<file path="config.mk">
export PLATFORM = sky130hd
export DESIGN_NAME = pipelined_cla_adder
export DESIGN_NICKNAME = d
export VERILOG_FILES = /design/src/rtl/cla_pkg.sv /design/src/rtl/cla_block.sv /design/src/rtl/pipelined_cla_adder.sv
export SDC_FILE = /design/constraint.sdc
export NUM_CORES = 1
export LEC_CHECK = 0
export ABC_AREA = 1
export CAP_MARGIN = 20
export CELL_PAD_IN_SITES_DETAIL_PLACEMENT = 0
export CELL_PAD_IN_SITES_GLOBAL_PLACEMENT = 1
export CORE_MARGIN = 4
export CORE_UTILIZATION = 42
export CTS_CLUSTER_DIAMETER = 200
export DETAILED_ROUTE_END_ITERATION = 12
export GPL_ROUTABILITY_DRIVEN = 0
export PLACE_DENSITY = 0.79
export SYNTH_ARGS = -nofsm -noshare
export SYNTH_HDL_FRONTEND = slang
export SYNTH_SLANG_ARGS = --single-unit
</file>
<file path="constraint.sdc">
create_clock -name hz100 -period 2.7 [get_ports hz100]
set_input_delay 0.81 -clock hz100 [delete_from_list [all_inputs] [get_ports hz100]]
set_output_delay 0.81 -clock hz100 [all_outputs]
set_load 0.02 [all_outputs]
</file>
<file path="src/rtl/cla_pkg.sv">
// Shared types and helpers for the pipelined carry-lookahead adder.
//   op_e  : operation select (OP_ADD = a + b + cin, OP_SUB = a - b)
//   seg_w : bit width of one pipeline segment
package cla_pkg;

   typedef enum logic {
      OP_ADD = 1'b0,
      OP_SUB = 1'b1
   } op_e;

   // Width of one pipeline segment; WIDTH must be a multiple of NSEG*BLOCK.
   function automatic int unsigned seg_w(input int unsigned width, input int unsigned nseg);
      return width / nseg;
   endfunction

endpackage

</file>
<file path="src/rtl/cla_block.sv">
// Combinational W-bit carry-lookahead adder built from BLOCK-bit groups.
// Ports:
//   a, b          in   W   addends
//   cin           in   1   carry into bit 0
//   s             out  W   sum
//   cout          out  1   carry out of bit W-1
//   msb_carry_in  out  1   carry into bit W-1 (for signed overflow)
module cla_block #(
   parameter int unsigned W     = 4,
   parameter int unsigned BLOCK = 4
) (
   input  logic [W-1:0] a,
   input  logic [W-1:0] b,
   input  logic         cin,
   output logic [W-1:0] s,
   output logic         cout,
   output logic         msb_carry_in
);

   localparam int unsigned NGRP = W / BLOCK;

   logic [W-1:0]    p;
   logic [W-1:0]    g;
   logic [NGRP-1:0] grp_p;
   logic [NGRP-1:0] grp_g;
   logic [NGRP:0]   grp_c;
   logic [W:0]      c;

   assign p = a ^ b;
   assign g = a & b;

   // Group propagate / generate.
   always_comb begin
      grp_p = '0;
      grp_g = '0;
      for (int unsigned j = 0; j < NGRP; j++) begin
         grp_p[j] = &p[j*BLOCK +: BLOCK];
         grp_g[j] = 1'b0;
         for (int unsigned i = 0; i < BLOCK; i++) begin
            grp_g[j] = g[j*BLOCK+i] | (p[j*BLOCK+i] & grp_g[j]);
         end
      end
   end

   // Carries across groups, then within each group from its group carry.
   always_comb begin
      grp_c    = '0;
      c        = '0;
      grp_c[0] = cin;
      for (int unsigned j = 0; j < NGRP; j++) begin
         grp_c[j+1] = grp_g[j] | (grp_p[j] & grp_c[j]);
      end
      for (int unsigned j = 0; j < NGRP; j++) begin
         c[j*BLOCK] = grp_c[j];
         for (int unsigned i = 1; i < BLOCK; i++) begin
            c[j*BLOCK+i] = g[j*BLOCK+i-1] | (p[j*BLOCK+i-1] & c[j*BLOCK+i-1]);
         end
      end
      c[W] = grp_c[NGRP];
   end

   assign s            = p ^ c[W-1:0];
   assign cout         = c[W];
   assign msb_carry_in = c[W-1];

endmodule

</file>
<file path="src/rtl/pipelined_cla_adder.sv">
// Pipelined carry-lookahead add/subtract unit with valid/ready streams.
// Each of NSEG stages adds one segment; the inter-segment carry, the
// not-yet-added operand bits and the finished sum bits travel in per-stage
// registers. Latency NSEG cycles, one beat per cycle, global stall.
// Optional feature macro: CLA_ADDER_SAT_EN (saturate out_s on signed overflow).
// Ports:
//   hz100      in   1      clock, rising edge
//   reset      in   1      asynchronous active-low reset
//   in_valid   in   1      operand beat valid
//   in_ready   out  1      beat accepted this cycle when in_valid
//   in_a/in_b  in   WIDTH  operands
//   in_cin     in   1      carry-in (ADD only)
//   in_op      in   op_e   OP_ADD / OP_SUB
//   out_valid  out  1      result beat valid
//   out_ready  in   1      downstream accepts result
//   out_s      out  WIDTH  sum / difference
//   out_cout   out  1      carry out (SUB: 1 = no borrow)
//   out_ovf    out  1      signed overflow
//   out_zero   out  1      out_s == 0
module pipelined_cla_adder
   import cla_pkg::*;
#(
   parameter int unsigned WIDTH = 16,
   parameter int unsigned NSEG  = 4,
   parameter int unsigned BLOCK = 4
) (
   input  logic             hz100,
   input  logic             reset,
   input  logic             in_valid,
   output logic             in_ready,
   input  logic [WIDTH-1:0] in_a,
   input  logic [WIDTH-1:0] in_b,
   input  logic             in_cin,
   input  op_e              in_op,
   output logic             out_valid,
   input  logic             out_ready,
   output logic [WIDTH-1:0] out_s,
   output logic             out_cout,
   output logic             out_ovf,
   output logic             out_zero
);

   localparam int unsigned SEG_W = seg_w(WIDTH, NSEG);

   logic             advance;
   logic             is_sub;
   logic [WIDTH-1:0] b_eff;
   logic             cin_eff;

   // Whole pipeline moves together unless the output holds an unaccepted beat.
   assign advance  = ~out_valid | out_ready;
   assign in_ready = advance;

   // Subtraction as a + ~b + 1.
   assign is_sub  = (in_op == OP_SUB);
   assign b_eff   = is_sub ? ~in_b : in_b;
   assign cin_eff = is_sub ? 1'b1 : in_cin;

   for (genvar k = 0; k < NSEG; k++) begin : g_stage
      localparam int unsigned REM_W = WIDTH - k * SEG_W;      // operand bits not yet added
      localparam int unsigned ACC_W = (k + 1) * SEG_W;        // sum bits done after this stage

      logic             v_in;
      logic             c_in;
      logic             c_out;
      logic             mci;
      logic [REM_W-1:0] rem_a;
      logic [REM_W-1:0] rem_b;
      logic [SEG_W-1:0] s_seg;
      logic [ACC_W-1:0] s_acc;

      // Stage inputs: ports for the first stage, previous stage registers otherwise.
      if (k == 0) begin : g_head
         assign v_in  = in_valid;
         assign c_in  = cin_eff;
         assign rem_a = in_a;
         assign rem_b = b_eff;
         assign s_acc = s_seg;
      end else begin : g_body
         assign v_in  = g_stage[k-1].g_mid.v_q;
         assign c_in  = g_stage[k-1].g_mid.c_q;
         assign rem_a = g_stage[k-1].g_mid.a_hi_q;
         assign rem_b = g_stage[k-1].g_mid.b_hi_q;
         assign s_acc = {s_seg, g_stage[k-1].g_mid.s_lo_q};
      end

      cla_block #(
         .W     (SEG_W),
         .BLOCK (BLOCK)
      ) u_cla (
         .a            (rem_a[SEG_W-1:0]),
         .b            (rem_b[SEG_W-1:0]),
         .cin          (c_in),
         .s            (s_seg),
         .cout         (c_out),
         .msb_carry_in (mci)
      );

      if (k < NSEG - 1) begin : g_mid
         logic                   v_q;
         logic                   c_q;
         logic [REM_W-SEG_W-1:0] a_hi_q;
         logic [REM_W-SEG_W-1:0] b_hi_q;
         logic [ACC_W-1:0]       s_lo_q;
         logic                   mci_unused;

         // Only the top segment's carry into its MSB matters.
         assign mci_unused = mci;

         // Skew registers; data only captured for valid beats.
         always_ff @(posedge hz100 or negedge reset) begin
            if (!reset) begin
               v_q    <= 1'b0;
               c_q    <= 1'b0;
               a_hi_q <= '0;
               b_hi_q <= '0;
               s_lo_q <= '0;
            end else if (advance) begin
               v_q <= v_in;
               if (v_in) begin
                  c_q    <= c_out;
                  a_hi_q <= rem_a[REM_W-1:SEG_W];
                  b_hi_q <= rem_b[REM_W-1:SEG_W];
                  s_lo_q <= s_acc;
               end
            end
         end
      end else begin : g_tail
         logic [WIDTH-1:0] s_d;
         logic             ovf_d;
         logic             zero_d;

         // Signed overflow: carry into MSB differs from carry out of MSB.
         assign ovf_d = mci ^ c_out;

`ifdef CLA_ADDER_SAT_EN
         // On overflow both operands share a sign; clamp toward it.
         always_comb begin
            s_d = s_acc;
            if (ovf_d) begin
               s_d = rem_a[SEG_W-1] ? {1'b1, {(WIDTH-1){1'b0}}}
                                    : {1'b0, {(WIDTH-1){1'b1}}};
            end
         end
`else
         assign s_d = s_acc;
`endif

         assign zero_d = (s_d == '0);

         // Output registers hold while stalled.
         always_ff @(posedge hz100 or negedge reset) begin
            if (!reset) begin
               out_valid <= 1'b0;
               out_s     <= '0;
               out_cout  <= 1'b0;
               out_ovf   <= 1'b0;
               out_zero  <= 1'b0;
            end else if (advance) begin
               out_valid <= v_in;
               if (v_in) begin
                  out_s    <= s_d;
                  out_cout <= c_out;
                  out_ovf  <= ovf_d;
                  out_zero <= zero_d;
               end
            end
         end
      end
   end

endmodule

</file>
# Yosys cells after proc, flatten, opt, wreduce, memory -nomap -nowiden
# Index checks and enable logic that the tools add are counted.
[classes]
muxes = 2
n_bitwise = 72
n_reduce_logical = 9
[op_table]
columns = ["cell", "n"]
rows = [
  ["4-bit XOR", 8],
  ["1-bit OR", 29],
  ["1-bit bitwise AND", 28],
  ["4-bit bitwise AND", 4],
  ["16-bit zero test", 1],
  ["16-bit two-way mux", 1],
  ["16-bit inverter", 1],
  ["4-bit AND reduction", 4],
  ["2-bit AND reduction", 4],
  ["1-bit two-way mux", 1],
  ["1-bit inverter", 1],
  ["1-bit XOR", 1],
]
[totals]
ff_bits = 98
out_inout_bits = 21
word_cells = 103

# Longest topological paths before layout
# Gate-level depths: netlist of the first run.
[logic_depth]
ltp_word = 10
ltp_mapped = 13
ltp_nobuf = 11

# By module
# From an unflattened synthesis of the first run, not the netlist that was laid out.
[hier_totals]
hier_cells = 553
hier_area_um2 = 4754.6
[modules_own_cells]
columns = ["mod", "n_inst", "cells_each", "area_each_um2"]
rows = [
  ["pipelined_cla_adder", 1, 436, 3950.0],
  ["cla_block at g_stage[1].u_cla ...", 2, 30, 202.7],
  ["cla_block at g_stage[2].u_cla", 1, 29, 201.4],
  ["cla_block at g_stage[0].u_cla", 1, 28, 197.7],
]

# Least setup slack after synthesis of the first run
# Ideal clock, no wire load.
[synth_timing]
path_kind = "input to register"
from = "input in_op"
to = "register g_stage[0].g_mid.s_lo_q[3]"
arrival_ns = 2.744
required_time_ns = 2.617
slack_ns = -0.127
cell_stages = 8
path_buffers = 2
cell_sequence = "buf_6 > buf_4 > xnor2_1 > fa_1 > fa_1 > fa_1 > xor2_1 > o21ai_0"
[synth_via]
elab_chain_cells = 9
[synth_lines]
columns = ["element", "line", "rtl"]
rows = [
  ["start: declaration", "pipelined_cla_adder.sv:34", "input op_e in_op,"],
  ["16-bit two-way mux", "pipelined_cla_adder.sv:56", "assign b_eff = is_sub ? ~in_b : in_b;"],
  ["4-bit XOR", "cla_block.sv:29", "assign p = a ^ b;"],
  ["1-bit bitwise AND", "cla_block.sv:56", "c[j*BLOCK+i] = g[j*BLOCK+i-1] | (p[j*BLOCK+i-1] & c[j*BLOCK+i-1]);"],
  ["1-bit OR", "cla_block.sv:56", ""],
  ["1-bit bitwise AND", "cla_block.sv:56", ""],
  ["1-bit OR", "cla_block.sv:56", ""],
  ["1-bit bitwise AND", "cla_block.sv:56", ""],
  ["1-bit OR", "cla_block.sv:56", ""],
  ["4-bit XOR (*)", "cla_block.sv:62", "assign s = p ^ c[W-1:0];"],
  ["end signal: assignment", "pipelined_cla_adder.sv:117", "s_lo_q <= '0;"],
  ["end signal: assignment", "pipelined_cla_adder.sv:124", "s_lo_q <= s_acc;"],
  ["end: declaration", "pipelined_cla_adder.sv:104", "logic [ACC_W-1:0] s_lo_q;"],
]
# Every way passes the cells marked *; elsewhere a longest branch is shown, timed or not.
# A chain may end at the register's enable or synchronous reset.

# Worst setup path in the final report of the first run
[layout_timing]
from = "input in_cin"
to = "register g_stage[0].g_mid.s_lo_q[3]"
[layout_via]
elab_chain_cells = 8
[layout_lines]
columns = ["element", "line", "rtl"]
rows = [
  ["start: declaration", "pipelined_cla_adder.sv:33", "input logic in_cin,"],
  ["1-bit two-way mux", "pipelined_cla_adder.sv:57", "assign cin_eff = is_sub ? 1'b1 : in_cin;"],
  ["1-bit bitwise AND", "cla_block.sv:56", ""],
  ["1-bit OR", "cla_block.sv:56", ""],
  ["1-bit bitwise AND", "cla_block.sv:56", ""],
  ["1-bit OR", "cla_block.sv:56", ""],
  ["1-bit bitwise AND", "cla_block.sv:56", ""],
  ["1-bit OR", "cla_block.sv:56", ""],
  ["4-bit XOR", "cla_block.sv:62", ""],
]
# Every way passes these cells.

==> impl_metrics.toml, run 1 <==
[critical_path]
r2r_cells = 9
path_depth = 8
start_kind = "input port"
critPathKind = "in -> reg"
endpoint_kind = "register"
reg2reg_to = "out_zero"
crit_buf_inv = 2
cpMaxStageDelayCell = "clkdlybuf4s50_1"
cp.required_ps = 2980
worstPathArrival_ps = 2840
rr_startpoint = "g_stage[2].g_mid.c_q"
ff2ff_setup_slack_ps = 590
cp_top_family = "adder cells"
crit_chain = "clkdlybuf4s50_1 -> or2_2 -> inv_1 -> fa_2 -> fa_2 -> fa_1 -> xor2_1 -> o21ai_0"
max_stage_delay_ps = 440
cp_max_fo = 2
cp_common_cell = "fa_2"

[synth]
ys_ff_latch = 98
syn_avg_cell_area_sq_um = 9.30
synthTopCellsByArea = "dfrtp_1 (54%), nand2_1 (14%), o21ai_0 (6.6%)"
synth_top_cell_area_share_pct = 53.7
synth_common_cells = "nand2_1 (170), dfrtp_1 (98), o21ai_0 (60)"
synthesis.nets = 557
synth_area_leader_cell = "dfrtp_1"
yosysSeqAreaShare_pct = 53.7
ys_types = 26
yosysWarnings = 0
synth_most_common_cell = "nand2_1"
ys_async_sr_fraction_pct = 100
synth_edf_count = 0
syn_area_sq_um = 4570
synthCells = 491
ys.flop_type = "dfrtp_1"

[power]
pwr-share-seq_pct = 44.2
leakagePower_nw = 2.70
p_sw_mw = 2.01
p_clk_share_pct = 16.6
power_density_nw_per_um2 = 981
combPwrFrac_pct = 39.2
vdd_drop_max_mv = 0.385
p_sw_share_pct = 37.5
p_int_mw = 3.35

[route]
avgRoutedWirePerCell_microns = 11.8
first_pass_iters = 4
dr_total_vias = 3151
finalWirelength_mm = 8.16
postRouteAntennaNets = 0
drc_errors = 0
first_iter_violations = 178
viasPerCell = 4.55

[sta]
maxSlewHeadroom_pct = 62.1
setup_viol = 0
fmax_mhz = 390
hold_violations = 0
setup_ws_ps = 134
fin_crit_ps = 2570
rsz0062_at_grt = "no"
clock-skew-final_ps = 5.52
tightestPinTransition_ps = 568
hold_slack_ps = 341
fin_crit_sh_pct = 95.0
slew_viol_final = 0

[clock_network]
cts_max_path_buffers = 2
cts.clk_slew.worst_paths_ps = 80
cts_tree = "built"
cts_sinks = 98
numCtsBuffers = 9
htreeDepth = 3
ctsHoldBuffers = 0
post_cts_buffers = 0
clk_latency_ps = 350
cts-root-buf = "clkbuf_8"

[place]
pre_cts_ws_ps = -410
io_buffer_count = 58
dp_cells = 677
hpwl_mm = 6.09

[floorplan]
die_y_microns = 112
die_x_microns = 112
ios = 59
fp.dieArea_sq_um = 12600
start_util_pct = 43.6
core_area_sq_um = 10500
rows = 37

[grt]
grt_pass1_wl_mm = 14.3
grt_max_degree = 76
track_usage_pct = 13.9
grt_pass1_vias = 3149
antenna_found_initial = 0
grt_overflow = 0

[flow_run]
max_cap_viol_count = 0

[final_layout]
fillers = 1053
finalNetCount = 618
area.growth.synth_to_final_pct = 19.8
n_antenna_cell = 0
final_layout_size_suffix_gt1_share_pct = 6.47
stdcell_count = 692

[run_status]
outcome = "finished clean"

[hold_path]
hold_path.class = "in -> async"
==> cells by family after synthesis <==
family | Yosys count | synth area share [%]
and+or+nand+nor | 198 | 17.5
DFF | 98 | 53.7
buffers and inverters | 78 | 7.70
AOI/OAI and AO/OA | 69 | 7.59
adders and majority gates | 28 | 9.64
xor gates and xnor gates | 20 | 3.84
==> per-stage QoR <==
stage	instance area, sq um	total power [mW]	utilization [%]	setup TNS [ps]
finish	5470	5.37	52.3	0
global route	5470	5.89	52.3	0
global placement	5290	4.48	50.5	-804
detailed placement	5290	4.56	50.5	-938
floorplan	4580	3.84	-	0
CTS	5470	5.47	52.3	0
==> worst max-delay path by stage <==
stage	from	to	slack (ps)
CTS	in_cin	g_stage[0].g_mid.s_lo_q[3]	150
detailed placement	in_op	g_stage[0].g_mid.s_lo_q[3]	-410
global placement	in_op	g_stage[0].g_mid.s_lo_q[3]	-380
global route	in_cin	g_stage[0].g_mid.s_lo_q[3]	110
floorplan	in_op	g_stage[0].g_mid.s_lo_q[3]	10
finish	in_cin	g_stage[0].g_mid.s_lo_q[3]	130
==> area by class of cell <==
class	count	area, sq um	area share (%)
clock inverter	1	7.51	0.137
multi-input combinational	315	1770	32.3
inverter	59	221	4.05
timing repair buffer	69	671	12.3
sequential	98	2450	44.8
tap	136	170	3.11
clock buffer	14	183	3.34
==> power by group through the flow <==
stage	registers (mW)	clock network, mW	logic [mW]
finish	2.38	0.889	2.10
global route	2.45	0.999	2.44
CTS	2.38	0.936	2.15
detailed placement	2.41	0	2.15
global placement	2.38	0	2.10
floorplan	2.47	0	1.37
==> layer usage <==
metal / up-vias / track usage [%] / part of all wire [%]
met5: - / 0 / 0
met4: 0 / 5.69 / 1.8
met3: 8 / 3.61 / 4.5
met2: 58 / 21.5 / 45
met1: 1449 / 18.9 / 49
li1: 1636 / - / -
==> sequential cells by signal, indices dropped and copies added (netlist names) <==
register              count
out_s                    16
out_ovf                   1
out_valid                 1
g_stage.g_mid.b_hi_q     24
out_zero                  1
g_stage.g_mid.a_hi_q     24
g_stage.g_mid.v_q         3
g_stage.g_mid.s_lo_q     24
out_cout                  1
g_stage.g_mid.c_q         3
==> cells in the final DEF (no fill, tap or decap), types with 4 or more instances in the layout <==
| cell type | instances |
|---|---|
| o21ai_0 | 60 |
| nand4_1 | 6 |
| buf_4 | 11 |
| inv_1 | 57 |
| nor2_1 | 7 |
| clkdlybuf4s50_1 | 55 |
| nand3_1 | 7 |
| dfrtp_1 | 98 |
| xor2_1 | 4 |
| fa_1 | 10 |
| xnor2_1 | 16 |
| ha_1 | 16 |
| clkbuf_8 | 13 |
| nand2_1 | 170 |
| o21ai_1 | 7 |
==> what timing repair did <==
action	CTS	global route
endpoints found under the hold margin	0	0
gates resized for setup	2	0
endpoints found under the setup margin	2	0
(Power assumes the default switching activity.)
==> inputs of run 2 (changes only) <==
--- a/config.mk
+++ b/config.mk
@@ -16,4 +16,5 @@
 export GPL_ROUTABILITY_DRIVEN = 0
 export PLACE_DENSITY = 0.79
+export SETUP_SLACK_MARGIN = 0.1
 export SYNTH_ARGS = -nofsm -noshare
 export SYNTH_HDL_FRONTEND = slang
==> constraint.sdc (replaced) <==
create_clock -name hz100 -period 2.7 [get_ports hz100]
set_input_delay 0.405 -clock hz100 [delete_from_list [all_inputs] [get_ports hz100]]
set_output_delay 0.405 -clock hz100 [all_outputs]
set_load 0.02 [all_outputs]
==> impl_metrics.toml, run 2 (same netlist as run 1, synthesis figures left out) <==
[run_status]
outcome = "finished clean"

[clock_network]
cts_sinks = 98
post_cts_buffers = 0
htreeDepth = 3
clk_latency_ps = 360
cts.clk_slew.worst_paths_ps = 90
cts_max_path_buffers = 2
cts_tree = "built"
numCtsBuffers = 9
cts-root-buf = "clkbuf_8"
ctsHoldBuffers = 0
cts_resized = 0

[grt]
grt-busiest-layer = "met2"
use_met2_pct = 21.1
use_met1_pct = 18.5
grt_overflow = 0
track_usage_pct = 13.5
use_met3_pct = 2.59
grt_max_degree = 51
grt_pass1_wl_mm = 13.8
antenna_found_initial = 0
grt_pass1_vias = 3055

[critical_path]
critPathLaunch = "in_op"
cp_max_fo = 4
ff2ff_setup_slack_ps = 580
cp_common_cell = "fa_1"
reg2reg_to = "out_zero"
r2r_cells = 9
worstPathArrival_ps = 2680
rr_startpoint = "g_stage[2].g_mid.a_hi_q[0]"
cp.required_ps = 2980
max_stage_delay_ps = 530
critPathKind = "in -> reg"
endpoint_kind = "register"
start_kind = "input port"
crit_chain = "clkdlybuf4s50_1 -> or2_2 -> inv_1 -> fa_1 -> fa_1 -> fa_1 -> xor2_1 -> o21ai_0"
cpMaxStageDelayCell = "clkdlybuf4s50_1"

[final_layout]
final_layout_size_suffix_gt1_share_pct = 5.62
n_antenna_cell = 0
area.growth.synth_to_final_pct = 19.7
top_regs = "g_stage.g_mid.a_hi_q (24), g_stage.g_mid.b_hi_q (24), g_stage.g_mid.s_lo_q (24)"
fillers = 1036
stdcell_count = 688
final_cell_mix = "nand2_1 (170), dfrtp_1 (98), o21ai_0 (60), inv_1 (57), clkdlybuf4s50_1 (57)"
finalNetCount = 613
multi_input_area_sq_um = 1760
regArea_sq_um = 2450
layout_commonest_cell = "nand2_1"

[floorplan]
start_util_pct = 43.6
die_x_microns = 112
core_area_sq_um = 10500
die_y_microns = 112
rows = 37
fp.dieArea_sq_um = 12600
ios = 59

[sta]
hold_violations = 0
slew_viol_final = 0
finalSetupTns_ps = 0
setup_viol = 0
maxSlewHeadroom_pct = 59.1
hold_slack_ps = 57.9
clock-skew-final_ps = 10.7
fmax_mhz = 416
fin_crit_ps = 2410
tightestPinTransition_ps = 613
fin_crit_sh_pct = 89.1
rsz0062_at_grt = "no"

[power]
leakagePower_nw = 2.70
power_density_nw_per_um2 = 1010
vdd_drop_max_mv = 0.422
p_total_mw = 5.51

[place]
dp_cells = 672
io_buffer_count = 58
hpwl_mm = 5.92

[flow_run]
max_cap_viol_count = 0

[route]
viasPerCell = 4.59
first_iter_violations = 128
dr_total_vias = 3158
drc_errors = 0
avgRoutedWirePerCell_microns = 11.7
finalWirelength_mm = 8.07
postRouteAntennaNets = 0
first_pass_iters = 4

[hold_path]
hold_path.class = "in -> async"
## run 2: cell count changes in the layout (fill, tap and decap cells not counted), sizes merged
cell,before,now
buf,12,7
clkbuf,14,10
bufinv,0,2
clkdlybuf4s50,55,57
clkinv,0,2
dlygate4sd2,2,0
inv,59,61
clkinvlp,1,0
## run 2: worst max-delay path, delay by kind of cell
kind | cells | cell delay [ps]
XOR/XNOR | 1 | 140
AND/OR/NAND/NOR | 1 | 140
buffers and inverters | 2 | 580
AO/OA/AOI/OAI | 1 | 140
adder cells (fa/ha/maj) | 3 | 1260
## run 2: layout make-up
| class | count | share of cell area [%] |
|---|---|---|
| clock buffers | 10 | 2.52 |
| clock inverters | 6 | 1.60 |
| inverters | 59 | 4.05 |
| multi-input cells | 315 | 32.2 |
| flip-flops and latches | 98 | 44.9 |
| well taps | 136 | 3.11 |
| repair buffers | 64 | 11.6 |
## run 2: how the worst max path moves through the flow
stage	end	slack (ps)	depth (start not counted)
after CTS	g_stage[0].g_mid.s_lo_q[3]	280	8
final	g_stage[0].g_mid.s_lo_q[3]	290	8
after floorplan	g_stage[0].g_mid.s_lo_q[3]	280	8
after global placement	g_stage[0].g_mid.s_lo_q[3]	-70	8
after detailed placement	g_stage[0].g_mid.s_lo_q[3]	-100	8
after global routing	g_stage[0].g_mid.s_lo_q[3]	230	8
## run 2: stage by stage
step	setup slack [ps]	instance area, sq um	utilization, %
5_1_grt	231	5470	52.3
2_1_floorplan	278	4570	-
3_3_place_gp	-66.4	5240	50.1
6_report	294	5470	52.3
4_1_cts	283	5470	52.3
3_5_place_dp	-99.4	5240	50.1
## run 2: report_power, final
part / switching (mW) / total, mW / internal (mW) / leakage, nW
Combinational: 1.23 / 2.09 / 0.864 / 1.35
Clock: 0.510 / 1.06 / 0.551 / 0.117
Sequential: 0.321 / 2.36 / 2.04 / 1.23
## run 2: metal layers
metal | vias up | wire, microns
li1 | 1632 | -
met1 | 1453 | 4020
met2 | 67 | 3550
met3 | 6 | 404
met4 | 0 | 98
met5 | - | 0
